==> src/rtl/fpm_pkg.sv <==
// Shared constants, state encoding and packed-word layout for the half-format multiplier datapath.
package fpm_pkg;

    localparam int unsigned EXP_W  = 6;
    localparam int unsigned MAN_W  = 10;
    localparam int unsigned CNT_W  = 4;
    localparam int unsigned WORD_W = EXP_W + MAN_W;

    localparam logic [EXP_W-1:0] BIAS    = 6'd31;
    localparam logic [EXP_W-1:0] EXP_MIN = {1'b1, {(EXP_W-1){1'b0}}};

    // Packed word is {exp, man} with the mantissa in the low bits.
    localparam int unsigned MAN_LSB = 0;
    localparam int unsigned EXP_LSB = MAN_W;

    typedef enum logic [1:0] {
        IDLE  = 2'd0,
        SHIFT = 2'd1,
        DONE  = 2'd2
    } fpm_state_e;

endpackage

==> src/rtl/fpm_post_normalizer.sv <==
// Iterative one-bit-per-cycle post-normalizer for the multiplier product, valid/ready on both sides.
// Optional FLUSH_UNDERFLOW_EN: flush to zero instead of wrapping the exponent below -32.
module fpm_post_normalizer
    import fpm_pkg::*;
(
    input  logic               clk,
    input  logic               rst,
    input  logic               in_valid,
    output logic               in_ready,
    input  logic [EXP_W-1:0]   in_exp,
    input  logic [MAN_W-1:0]   in_man,
    output logic               out_valid,
    input  logic               out_ready,
    output logic [WORD_W-1:0]  out_data,
    output logic [CNT_W-1:0]   out_shift,
    output logic               out_uflow
);

    fpm_state_e          state_q, state_d;
    logic [EXP_W-1:0]    exp_q, exp_d;
    logic [MAN_W-1:0]    man_q, man_d, man_sh;
    logic [CNT_W-1:0]    cnt_q, cnt_d;
    logic                uflow_q, uflow_d;
    logic                in_ready_d;
    logic                out_valid_d;
    logic [WORD_W-1:0]   out_data_d;
    logic [CNT_W-1:0]    out_shift_d;
    logic                out_uflow_d;

    always_ff @(posedge clk) begin
        if (rst) begin
            state_q   <= IDLE;
            exp_q     <= '0;
            man_q     <= '0;
            cnt_q     <= '0;
            uflow_q   <= 1'b0;
            in_ready  <= 1'b1;
            out_valid <= 1'b0;
            out_data  <= '0;
            out_shift <= '0;
            out_uflow <= 1'b0;
        end else begin
            state_q   <= state_d;
            exp_q     <= exp_d;
            man_q     <= man_d;
            cnt_q     <= cnt_d;
            uflow_q   <= uflow_d;
            in_ready  <= in_ready_d;
            out_valid <= out_valid_d;
            out_data  <= out_data_d;
            out_shift <= out_shift_d;
            out_uflow <= out_uflow_d;
        end
    end

    always_comb begin
        state_d     = state_q;
        exp_d       = exp_q;
        man_d       = man_q;
        cnt_d       = cnt_q;
        uflow_d     = uflow_q;
        out_valid_d = out_valid;
        out_data_d  = out_data;
        out_shift_d = out_shift;
        out_uflow_d = out_uflow;
        man_sh      = man_q << 1;

        unique case (state_q)
            IDLE: begin
                if (in_valid) begin
                    exp_d   = in_exp;
                    man_d   = in_man;
                    cnt_d   = '0;
                    uflow_d = 1'b0;
                    if (in_man == '0) begin
                        // Zero product packs as an all-zero word.
                        exp_d   = '0;
                        state_d = DONE;
                    end else if (in_man[MAN_W-1]) begin
                        state_d = DONE;
                    end else begin
                        state_d = SHIFT;
`ifdef FLUSH_UNDERFLOW_EN
                        if (in_exp == EXP_MIN) begin
                            exp_d   = '0;
                            man_d   = '0;
                            uflow_d = 1'b1;
                            state_d = DONE;
                        end
`endif
                    end
                end
            end
            SHIFT: begin
                man_d = man_sh;
                exp_d = exp_q - EXP_W'(1);
                cnt_d = cnt_q + CNT_W'(1);
                if (man_sh[MAN_W-1]) begin
                    state_d = DONE;
                end
`ifdef FLUSH_UNDERFLOW_EN
                if (exp_q == EXP_MIN) begin
                    exp_d   = '0;
                    man_d   = '0;
                    cnt_d   = cnt_q;
                    uflow_d = 1'b1;
                    state_d = DONE;
                end
`endif
            end
            DONE: begin
                // First DONE cycle loads the output registers; they then hold until accepted.
                if (!out_valid) begin
                    out_valid_d                        = 1'b1;
                    out_data_d[EXP_LSB +: EXP_W]       = exp_q;
                    out_data_d[MAN_LSB +: MAN_W]       = man_q;
                    out_shift_d                        = cnt_q;
                    out_uflow_d                        = uflow_q;
                end else if (out_ready) begin
                    out_valid_d = 1'b0;
                    state_d     = IDLE;
                end
            end
            default: begin
                state_d = IDLE;
            end
        endcase

        in_ready_d = (state_d == IDLE);
    end

endmodule

==> config.mk <==
export PLATFORM = sky130hd
export DESIGN_NAME = fpm_post_normalizer
export DESIGN_NICKNAME = d
export VERILOG_FILES = /design/src/rtl/fpm_pkg.sv /design/src/rtl/fpm_post_normalizer.sv
export SDC_FILE = /design/constraint.sdc
export NUM_CORES = 1
export LEC_CHECK = 0
export BUFFER_PORTS_ARGS = -buffer_cell sky130_fd_sc_hd__buf_2
export CAP_MARGIN = 10
export CORE_ASPECT_RATIO = 1.25
export CORE_MARGIN = 10
export CORE_UTILIZATION = 35
export DETAILED_ROUTE_END_ITERATION = 10
export SLEW_MARGIN = 15
export SYNTH_ARGS = -nofsm -noshare
export SYNTH_HDL_FRONTEND = slang
export SYNTH_SLANG_ARGS = --single-unit
==> constraint.sdc <==
create_clock -name clk -period 1.9 [get_ports clk]
set_input_delay 0.285 -clock clk [delete_from_list [all_inputs] [get_ports clk]]
set_output_delay 0.285 -clock clk [all_outputs]
set_load 0.1 [all_outputs]
* After elaboration in Yosys (flattened, before gate mapping)
Cells that the tools add are included.
Cells by class: equal/unequal tests 3, reduce and logical (&&, ||, !) cells 6, bitwise gates (word level) 1, multiplexer cells 16, $add $sub $neg 2
Operators by type and width (number):
- $pmux 10 s2 | 1
- $mux 2 | 6
- $mux 6 | 2
- $pmux 6 s2 | 1
- $logic_not 10->1 | 1
- $mux 10 | 1
- $pmux 4 s2 | 1
- $pmux 2 s3 | 1
- $sub 6x1->6 const B | 1
- $add 4x1->4 const B | 1
- $logic_not 2->1 | 2
- $mux 4 | 1
- $reduce_and 2->1 | 2
- $eq 2x1->1 const B | 1
- $eq 2x2->1 const B | 1
- $mux 1 | 2
- $ne 2x2->1 const B | 1
- $reduce_bool 2->1 | 1
- $not 1->1 | 1
Word-level totals: output and inout port bits 23, bits in registers 44

* Logic depth before layout (Yosys ltp)
depth in word-level cells 5, depth in mapped cells 6

* Worst setup path after synthesis
Ideal clock, no wire load.
kind reg2reg, start reg out_valid, end reg out_data[12], arrival 1.704 ns, data required time 1.829 ns, slack 0.125 ns, cell stages (with the launch flop) 5, setup time 0.071 ns, path through dfxtp_1 > nand2b_1 > clkbuf_1 > nand2_1 > a21oi_1
On the way: word-level cells in the longest chain between the ends 2
Ends and longest elaborated chain:
- start: declaration | line fpm_post_normalizer.sv:12 | output logic out_valid,
- start signal: assignment | line fpm_post_normalizer.sv:49 | out_valid <= out_valid_d;
- $not 1->1 (no line)
- $reduce_and 2->1 (no line)
- end signal: assignment | line fpm_post_normalizer.sv:50 | out_data <= out_data_d;
- end: declaration | line fpm_post_normalizer.sv:14 | output logic [WORD_W-1:0] out_data,
Every way passes these cells. A chain may end at the register's enable or synchronous reset.

* Worst setup path after layout
start reg state_q[0], end reg state_q[0]
On the way: word-level cells in the longest chain between the ends 3, elaborated cells between the ends (all ways) 8, classes of those cells eq/ne: 2; mux: 5; reduce/logical: 1
Ends and longest elaborated chain:
- start: declaration | line fpm_post_normalizer.sv:19 | fpm_state_e state_q, state_d;
- start signal: assignment | line fpm_post_normalizer.sv:43 | state_q <= state_d;
- $mux 2 | line fpm_post_normalizer.sv:119 | end else if (out_ready) begin
- $mux 2 | line fpm_post_normalizer.sv:113 | if (!out_valid) begin
- $pmux 2 s3 (*) | line fpm_post_normalizer.sv:68 | unique case (state_q)
Every way passes the cells marked *; elsewhere a longest branch is shown, timed or not.

==> load_flow_metrics.sql <==
INSERT INTO impl_metrics (metric_group, metric, value, unit) VALUES
('run_status', 'outcome', 'complete, no violations', ''),
('clock_tree', 'clkSinkCount', '44', ''),
('clock_tree', 'numCtsBuffers', '5', ''),
('place', 'place.gp.congestion', '0.777', ''),
('timing', 'number_of_pins_exceeding_their_max_slew_limit_in_the_final_report', '0', ''),
('setup_path', 'critPathArrivalTime', '1720', 'ps'),
('timing', 'grt_setup_unrepaired', 'false', ''),
('route', 'dr.pass1.iters', '4', ''),
('clock_tree', 'clkLatencyLatePin', '310', 'ps'),
('clock_tree', 'cts.htree.levels', '2', ''),
('setup_path', 'worst_r2r_path_depth', '4', ''),
('pwr', 'vdd_drop_max', '0.000460', 'V'),
('timing', 'finalCritPeriodShare', '79.1', '%'),
('setup_path', 'critical_path.reg2reg.endpoint', 'state_q[0]', ''),
('final_layout', 'fin_cells', '360', ''),
('place', 'post-place-cells', '352', ''),
('die', 'die_width', '87.0', 'um'),
('clock_tree', 'clock_tree.root_cell', 'sky130_fd_sc_hd__clkbuf_8', ''),
('synthesis', 'ys_top_cells_by_area', 'sky130_fd_sc_hd__dfxtp_1 (45%), sky130_fd_sc_hd__a21oi_1 (8.7%), sky130_fd_sc_hd__nand2_1 (8.6%)', ''),
('grt', 'grt_start_max_net_pins', '25', ''),
('place', 'place.detailed.hpwl', '3.62', 'mm'),
('final_layout', 'insertedDiodeCount', '0', ''),
('setup_path', 'setup.worst_path.start_class', 'flop', ''),
('die', 'core-area', '5440', 'um2'),
('setup_path', 'reg2reg_slack', '400', 'ps'),
('place', 'placed_inst_area', '2260', 'um2'),
('route', 'iteration_0_drc_count_of_the_detailed_router', '56', ''),
('die', 'die_height', '104', 'um'),
('grt', 'antenna_found_initial', '0', ''),
('final_layout', 'drive_gt1_share', '23.6', '%'),
('flow_run', 'maxCapViolCount', '0', ''),
('route', 'vias', '1801', ''),
('route', 'drcViolationCount', '0', ''),
('final_layout', 'final_area', '2370', 'um2'),
('route', 'postRouteWirelength', '4.88', 'mm'),
('final_layout', 'finish.net_count', '317', ''),
('timing', 'maxClockFrequency', '666', 'MHz'),
('grt', 'grt-ovfl-total', '0', ''),
('synthesis', 'synth.ff_latch_count', '44', ''),
('grt', 'global_route.usage.total', '11.1', '%'),
('setup_path', 'category_of_the_worst_setup_path_capture_point', 'flop', ''),
('route', 'routed_via_density', '5.00', ''),
('clock_tree', 'post_cts_resized', '0', ''),
('worst_hold_path', 'min-delay-start', 'in_exp[5]', ''),
('route', 'drt.antenna.violating_nets', '0', ''),
('synthesis', 'synth.yosys.warnings', '0', ''),
('clock_tree', 'cts_post_setup_buffers_inserted', '0', ''),
('synthesis', 'synth_cell_types', '39', ''),
('clock_tree', 'cts_buffer_depth', '2', ''),
('synthesis', 'netlist.area_leader.share', '44.8', '%'),
('pwr', 'power.leakage', '1.01', 'nW'),
('synthesis', 'avgSynthCellArea', '7.80', 'um2'),
('setup_path', 'crit_path_max_fo', '9', ''),
('timing', 'final.min_clock_period', '1500', 'ps'),
('timing', 'setup_tns', '0', 'ps'),
('timing', 'hold_slack', '226', 'ps'),
('timing', 'max_slew.worst_pin.slew', '516', 'ps'),
('clock_tree', 'clock_tree_from_tritoncts', 'yes', ''),
('synthesis', 'seq_area_frac_synth', '44.8', '%'),
('final_layout', 'layout.cells.most_common_list', 'sky130_fd_sc_hd__nand2_1 (45), sky130_fd_sc_hd__nor2_1 (45), sky130_fd_sc_hd__dfxtp_1 (44)', ''),
('worst_hold_path', 'worst_hold_path.endpoint', 'exp_q[5]', ''),
('grt', 'first_global_vias', '1733', ''),
('worst_hold_path', 'hold_path.class', 'input port to flop', ''),
('synthesis', 'postSynthCellCount', '252', ''),
('die', 'core.rowCount', '30', ''),
('die', 'dieArea', '9030', 'um2'),
('timing', 'finalSetupViolCount', '0', ''),
('timing', 'timing.slew.headroom', '65.6', '%'),
('pwr', 'powerDensity', '928', 'nW/um2'),
('timing', 'finClkSkew', '9.99', 'ps'),
('setup_path', 'critical_path_class', 'flop to flop', '');
where the power goes:
group | internal, W | switching [W]
Combinational | 0.000149 | 0.000303
Clock | 0.000390 | 0.000324
Sequential | 0.000980 | 0.0000503
Total | 0.00152 | 0.000678
cells by family (layout without fill, tap and decap cells):
logic type	Yosys count	count (layout)	share of synthesized area, %
and+or+nand+nor	128	128	29.7
other	1	1	0.191
adders and majority gates	2	2	1.27
AOI/OAI and AO/OA	54	54	17.8
DFF	44	44	44.8
buffers and inverters	20	64	4.65
muxes	2	2	1.15
xor gates and xnor gates	1	1	0.446
flip-flops by register name, summed over array words and instances, names as in the netlist:
name and count:
exp_q 6, man_q 10, cnt_q 4, out_data 16
state_q 2, out_shift 4, in_ready 1, out_valid 1
per-layer routing:
| layer | track usage, % | share of wire, % | vias up |
|---|---|---|---|
| li1 | - | - | 934 |
| met1 | 13.3 | 46 | 827 |
| met2 | 17.5 | 46 | 33 |
| met3 | 4.55 | 6.8 | 7 |
| met4 | 3.13 | 1.3 | 0 |
| met5 | 0 | 0 | - |
cell usage after synthesis (all sizes together):
| cell | instances |
|---|---|
| nand2 | 45 |
| nor2 | 45 |
| dfxtp | 44 |
| a21oi | 34 |
| nor3 | 11 |
| nor2b | 10 |
| clkbuf | 9 |
| buf | 8 |
| a221oi | 5 |
| nand3 | 5 |
| a22oi | 3 |
| inv | 3 |
| nand2b | 3 |
| o21ai | 3 |
| a21o | 2 |
| a31oi | 2 |
| ha | 2 |
| mux2 | 2 |
| nor4 | 2 |
| or3b | 2 |
| a211o | 1 |
| a211oi | 1 |
| a2bb2oi | 1 |
| and2b | 1 |
| conb | 1 |
| nand3b | 1 |
| nor3b | 1 |
| o21bai | 1 |
| o311a | 1 |
| or2b | 1 |
| or3 | 1 |
| xor2 | 1 |
worst max-delay path by stage:
stage | from | endpoint | slack [ps]
floorplan | out_valid | out_data[12] | 130
global route | state_q[0] | exp_q[5] | 260
global placement | in_man[0] | exp_q[3] | 310
detailed placement | in_man[0] | exp_q[3] | 290
CTS | state_q[0] | state_q[0] | 390
finish | state_q[0] | state_q[0] | 400
through the flow:
step | setup WS (ps) | util [%] | power [W]
finish | 398 | 43.5 | 0.00220
global route | 260 | 43.5 | 0.00231
CTS | 385 | 43.5 | 0.00222
detailed placement | 288 | 41.5 | 0.00151
global placement | 306 | 41.5 | 0.00150
floorplan | 125 | - | 0.00139
final cells by class:
type	count	area (um2)
sequential	44	881
fill	560	3080
clock inverter	2	35.0
inverter	3	11.3
tap	64	80.1
multi-input combinational	188	992
timing repair buffer	53	295
clock buffer	6	72.6
critical path: stages (launching register included):
cell and delay (ps):
sky130_fd_sc_hd__dfxtp_1 400, sky130_fd_sc_hd__or3b_4 450, sky130_fd_sc_hd__a31oi_4 260, sky130_fd_sc_hd__nand2b_2 90, sky130_fd_sc_hd__a221oi_2 220
Note: power is estimated with default switching activity, not from simulation.
